## src/rtl/trace_frame_builder.sv

```systemverilog
// Packs eight 16-bit trace words into 128-bit frames and queues them in a small FIFO.
// Optional macro TRACE_FRAME_DROPCOUNT_EN builds a saturating dropped-frame counter.
module trace_frame_builder #(
   parameter int FIFO_DEPTH = 4
) (
   input  logic                         traceClkin,
   input  logic                         rst,
   input  logic                         WdAvail,
   input  logic [15:0]                  PacketWd,
   input  logic                         PacketReset,
   output logic                         frame_valid,
   output logic [127:0]                 frame_data,
   input  logic                         frame_ready,
   output logic [$clog2(FIFO_DEPTH):0]  fill,
   output logic                         overflow,
   output logic [15:0]                  drop_count
);

   localparam int AW = $clog2(FIFO_DEPTH);
   localparam int FW = AW + 1;

   typedef enum logic {HUNT = 1'b0, COLLECT = 1'b1} state_t;

   state_t         state_reg, state_next;
   logic           collect_en;
   logic [2:0]     wcnt_reg;
   logic [AW-1:0]  wr_ptr_reg, rd_ptr_reg;
   logic [FW-1:0]  fill_reg;
   logic           overflow_reg;
   logic [127:0]   frame_in;
   logic [127:0]   mem [FIFO_DEPTH];

   logic word_accept, push, pop, full, push_ok, drop;

   always_ff @(posedge traceClkin) begin
      if (rst)
         state_reg <= HUNT;
      else
         state_reg <= state_next;
   end

   always_comb begin
      state_next = state_reg;
      if (PacketReset)
         state_next = COLLECT;
   end

   always_comb begin
      collect_en = (state_reg == COLLECT);
   end

   // PacketReset wins over a coincident word: that word is never stored.
   assign word_accept = collect_en && WdAvail && !PacketReset;
   assign push        = word_accept && (wcnt_reg == 3'd7);
   assign pop         = frame_valid && frame_ready;
   assign full        = (fill_reg == FW'(FIFO_DEPTH));
   assign push_ok     = push && (!full || pop);
   assign drop        = push && full && !pop;

   always_ff @(posedge traceClkin) begin
      if (rst || PacketReset)
         wcnt_reg <= 3'd0;
      else if (word_accept)
         wcnt_reg <= wcnt_reg + 3'd1;
   end

   // Lanes 0..6 are held in registers; lane 7 is the word completing the frame.
   generate
      for (genvar gi = 0; gi < 7; gi++) begin : g_lane
         logic [15:0] lane_reg;
         always_ff @(posedge traceClkin) begin
            if (word_accept && (wcnt_reg == 3'(gi)))
               lane_reg <= PacketWd;
         end
         assign frame_in[16*gi +: 16] = lane_reg;
      end
   endgenerate
   assign frame_in[127:112] = PacketWd;

   always_ff @(posedge traceClkin) begin
      if (push_ok)
         mem[wr_ptr_reg] <= frame_in;
   end

   always_ff @(posedge traceClkin) begin
      if (rst) begin
         wr_ptr_reg   <= '0;
         rd_ptr_reg   <= '0;
         fill_reg     <= '0;
         overflow_reg <= 1'b0;
      end else begin
         if (push_ok)
            wr_ptr_reg <= wr_ptr_reg + AW'(1);
         if (pop)
            rd_ptr_reg <= rd_ptr_reg + AW'(1);
         fill_reg <= fill_reg + FW'(push_ok) - FW'(pop);
         if (drop)
            overflow_reg <= 1'b1;
      end
   end

   assign frame_valid = (fill_reg != '0);
   assign frame_data  = frame_valid ? mem[rd_ptr_reg] : '0;
   assign fill        = fill_reg;
   assign overflow    = overflow_reg;

`ifdef TRACE_FRAME_DROPCOUNT_EN
   logic [15:0] drop_count_reg;

   always_ff @(posedge traceClkin) begin
      if (rst)
         drop_count_reg <= '0;
      else if (drop && (drop_count_reg != 16'hFFFF))
         drop_count_reg <= drop_count_reg + 16'd1;
   end

   assign drop_count = drop_count_reg;
`else
   assign drop_count = 16'd0;
`endif

endmodule

```

## config.mk

```make
export PLATFORM = sky130hd
export DESIGN_NAME = trace_frame_builder
export DESIGN_NICKNAME = d
export VERILOG_FILES = /design/src/rtl/trace_frame_builder.sv
export SDC_FILE = /design/constraint.sdc
export NUM_CORES = 1
export LEC_CHECK = 0
export CORE_ASPECT_RATIO = 1.2
export CORE_MARGIN = 2
export CORE_UTILIZATION = 55
export CTS_BUF_LIST = sky130_fd_sc_hd__clkbuf_8 sky130_fd_sc_hd__clkbuf_16
export CTS_CLUSTER_SIZE = 25
export DETAILED_ROUTE_END_ITERATION = 16
export PLACE_DENSITY = 0.75
export SYNTH_ARGS = -nofsm -noshare
export SYNTH_HDL_FRONTEND = slang
export SYNTH_SLANG_ARGS = --single-unit
export TNS_END_PERCENT = 5
```

## constraint.sdc

```tcl
create_clock -name traceClkin -period 8 [get_ports traceClkin]
set_input_delay 1.2 -clock traceClkin [delete_from_list [all_inputs] [get_ports traceClkin]]
set_output_delay 1.2 -clock traceClkin [all_outputs]
set_load 0.05 [all_outputs]
```

Word-level counts from Yosys, hierarchy flattened

Memory sizes are Yosys's and may differ from the RTL's. A register that Yosys moved wholly into a read port is not among the register bits.
Index checks and enable logic that the tools add are counted.

$add $sub $neg: 5
Equal/unequal tests: 8
Multiplexer cells: 5
Reductions and logical operators: 21

Operator list:

| cell                  | count |
|---|---|
| $mux W128             | 1 |
| $eq A3 B3 Y1 const B  | 5 |
| $logic_and A1 B1 Y1   | 14 |
| $eq A3 B2 Y1 const B  | 2 |
| $add A2 B1 Y2 const B | 2 |
| $mux W2               | 2 |
| $add A3 B1 Y3         | 1 |
| $add A3 B1 Y3 const B | 1 |
| $eq A3 B1 Y1 const B  | 1 |
| $logic_not A1 Y1      | 3 |
| $logic_not A3 Y1      | 1 |
| $reduce_bool A3 Y1    | 1 |
| $sub A3 B1 Y3         | 1 |
| $logic_or A1 B1 Y1    | 2 |
| $mux W1               | 2 |

Register bits after elaboration: 124
Bits in writable memories: 512
Word-level logic and storage cells: 53
Memories kept: 1

Memories:

| name | words | width | rd ports | clocked after Yosys merged registers in | write ports | RTL line | source |
|---|---|---|---|---|---|---|---|
| mem  | 4     | 128   | 1        | 1                                       | 1           | 31       | `logic [127:0] mem [FIFO_DEPTH];` |

Longest topological paths before layout

Depth after elaboration: 6
Depth in mapped cells: 12
Depth with buffers taken out: 12

Worst setup path before layout

No wires, ideal clock.

Kind: input -> register
From: input port WdAvail
To: memory mem[0][0], enable pin
Arrival: 4692 ps
Data required time: 7498 ps
Path slack: 2806 ps
Cell stages on the path: 3
Cells stage by stage: nand2_1 nor4b_4 and2_1

Longest elaborated chain between the ends: 6

Ends and longest elaborated chain:

| element                          | RTL line | source |
|---|---|---|
| from (decl)                      | 8        | `input logic WdAvail,` |
| $logic_and A1 B1 Y1 (2 in a row) | 53       | `assign word_accept = collect_en && WdAvail && !PacketReset;` |
| $logic_and A1 B1 Y1              | 54       | `assign push = word_accept && (wcnt_reg == 3'd7);` |
| $logic_and A1 B1 Y1              | 57       | `assign push_ok = push && (!full \|\| pop);` |
| $mux W1                          | 81       | `if (push_ok)` |
| $mux W1 (implied by the code)    | 82       | `mem[wr_ptr_reg] <= frame_in;` |
| to (decl)                        | 31       |  |

No other way between the ends.

==> impl_metrics.py <==
metrics = {
    "power": {
        "power.density_nw_per_um2": 337,
        "ir_drop_mv": 0.416,
        "leakagePower_uw": 0.00860,
    },
    "grt": {
        "grt_max_degree": 90,
        "track_usage_pct": 20.3,
        "grt_pass1_wl_mm": 67.3,
        "grt_pass1_vias": 10700,
        "overflow": 0,
        "antenna_found_initial": 5,
    },
    "sta": {
        "rsz0062_at_grt": "no",
        "max_freq_mhz": 199,
        "relSlewSlack_pct": 23.5,
        "min_period_ps": 5020,
        "fin_crit_sh_pct": 62.7,
        "layout_setup_ws_ps": 2980,
        "setup_viol": 0,
        "final_hold_viol_count": 0,
        "tns_ps": 0,
        "worst_slew_pin_slew_ps": 1150,
        "finClkSkew_ps": 20.9,
        "slew_viol_final": 0,
    },
    "drt": {
        "routedWlPerCell_um": 25.1,
        "remaining_drc_errors": 0,
        "ant_nets": 0,
        "dr.pass1.iters": 5,
        "detail_route.wirelength_mm": 45.4,
        "viasPerCell": 5.76,
        "dr_total_vias": 10400,
        "drtIter0Drc": 897,
    },
    "yosys": {
        "syn_area_um2": 23700,
        "yosys.area.top_type": "edfxtp_1",
        "synth_top_cell_area_share_pct": 79.0,
        "synth_area_per_cell_um2": 23.1,
        "syn_inst": 1027,
        "ys_seq_area_share_pct": 80.2,
        "yosys-top-cells-area": "edfxtp_1 (79%), mux4_2 (12%), and2_1 (3.5%), dfxtp_1 (1.2%), buf_12 (0.84%)",
        "ys.warnings.count": 0,
        "synth_cell_types": 31,
        "ys_ff_latch": 638,
    },
    "die": {
        "boundaryPins": 170,
        "fp.coreArea_um2": 42700,
        "die_h_um": 232,
        "rows": 83,
        "die_w_um": 194,
        "start_util_pct": 55.6,
        "die_area_um2": 44800,
    },
    "setup_path": {
        "cp_slowest_cell": "dfxtp_4",
        "crit_buf_inv": 2,
        "cp_data_arrival_time_ps": 3820,
        "crit_path_cell_trace": "buf_12, mux4_2, and2_1, clkdlybuf4s50_1",
        "start_kind": "flop",
        "critical_path_required_ps": 6800,
        "rr_startpoint": "wcnt_reg[1]",
        "path_delay_family": "buffers and inverters",
        "slowest_delay_ps": 900,
        "critical_path_class": "flop to primary output",
        "endpoint_kind": "primary output",
        "worstPathMaxFanout": 89,
    },
    "run_status": {
        "status": "finished clean",
    },
    "clocking": {
        "cts.clk_slew.worst_paths_ps": 60,
        "post-cts-setup-buffers": 0,
        "numCtsBuffers": 57,
        "ctsRootBufferMaster": "clkbuf_16",
        "cts_max_level": 2,
        "max-clock-path-buffers": 3,
        "clock_latency_ps": 580,
        "cts_resized": 0,
        "hold_buffers": 0,
        "cts_sinks": 638,
        "cts_tree": "done",
    },
    "hold_path": {
        "hp-start": "g_lane[2].lane_reg[15]",
        "holdCritPathClass": "flop to flop",
    },
    "cells_and_area": {
        "final_util_pct": 64.4,
        "nNetsFinal": 1240,
        "antennaDiodeCount": 0,
        "drive_gt1_share_pct": 18.2,
        "area_growth_pct": 15.8,
        "largest_reg_flops": 512,
    },
    "flow_run": {
        "cap_viol_max_count": 0,
    },
    "placed_design": {
        "io_buffer_count": 153,
        "pre_cts_ws_ps": 3530,
        "dp_hpwl_mm": 24.6,
        "gp_congestion": 0.708,
    },
}
==> cell type report <==
| cell class | count | area [µm²] |
|---|---|---|
| clock buffers | 61 | 1500 |
| multi-input cells | 337 | 4260 |
| fillers | 2778 | 15200 |
| repair buffers | 164 | 1650 |
| flip-flops and latches | 638 | 19000 |
| clock inverters | 46 | 305 |
| well taps | 552 | 691 |
| inverters | 8 | 30.0 |
==> layout by cell type (no fill, tap or decap), types with 4 or more instances in the layout <==
master and instances:
clkbuf_16 59, bufinv_16 4, buf_4 8, clkinv_1 15, nand2_1 5, ha_1 12
and2_4 4, edfxtp_1 624, and2_1 130, clkdlybuf4s50_1 153, nor2_1 10, mux4_2 128
conb_1 16, inv_1 22, and3_1 5, clkinv_2 9, dfxtp_1 12
==> per-layer routing <==
| metal | GRT usage, % | share of wire [%] | up-vias |
|---|---|---|---|
| li1 | - | - | 4479 |
| met2 | 34.3 | 51 | 376 |
| met4 | 5.65 | 2.3 | 0 |
| met5 | 0 | 0 | - |
| met1 | 28.2 | 40 | 5491 |
| met3 | 2.94 | 6.9 | 62 |
==> Yosys cell counts (all sizes together) <==
library cell and n:
a2111oi 1, xor2 2, or3 1, nor2 12, ha 12, fa 1, o21ai 2, nor2b 3
nand3 1, and2 134, xnor2 1, buf 44, nand2b 3, nand2 5, o311ai 1, conb 1
clkbuf 15, dfxtp 14, mux2 1, nor4b 2, mux2i 2, a41oi 1, inv 8, and3 5
edfxtp 624, nor3 3, mux4 128
==> worst reg2reg max path: stages (launching register included) <==
cell     delay (ps)
dfxtp_1         380
ha_1            200
ha_1            190
nor4b_4         420
and2_4          690
buf_4           880
==> per-stage QoR <==
| step | hold WS [ps] | instances | power [µW] | instance area [µm²] |
|---|---|---|---|---|
| detailed placement | 478 | 1699 | 6760 | 25700 |
| CTS | 481 | 1806 | 9360 | 27500 |
| floorplan | 459 | 1042 | 5900 | 23800 |
| finish | 478 | 1806 | 9250 | 27500 |
| global placement | 465 | 1699 | 6760 | 25700 |
| global route | 503 | 1806 | 9560 | 27500 |
==> where the power goes <==
part / leakage (µW) / total (µW) / switching, µW / internal [µW]
combinational: 0.00194 / 2930 / 1880 / 1050
clock: 0.000936 / 2600 / 1130 / 1480
sequential: 0.00572 / 3720 / 77.0 / 3650
total: 0.00860 / 9250 / 3080 / 6170
==> kinds of logic after synthesis <==
family,count (synthesis),synth area share [%]
DFF,638,80.2
and+or+nand+nor,169,4.37
muxes,131,12.3
buffers and inverters,67,2.20
adders and majority gates,13,0.717
AOI/OAI and AO/OA,5,0.153
xor gates and xnor gates,3,0.111
other,1,0.0158
==> final timing paths <==
check                   endpoint  slack, ps  cells past startpoint
setup / recovery  frame_data[83]       2980                      4
hold / removal        mem[2][47]        480                      0
setup reg to reg     mem[2][116]       4810                      5
hold reg to reg       mem[2][47]        480                      0
(Power assumes the default switching activity.)
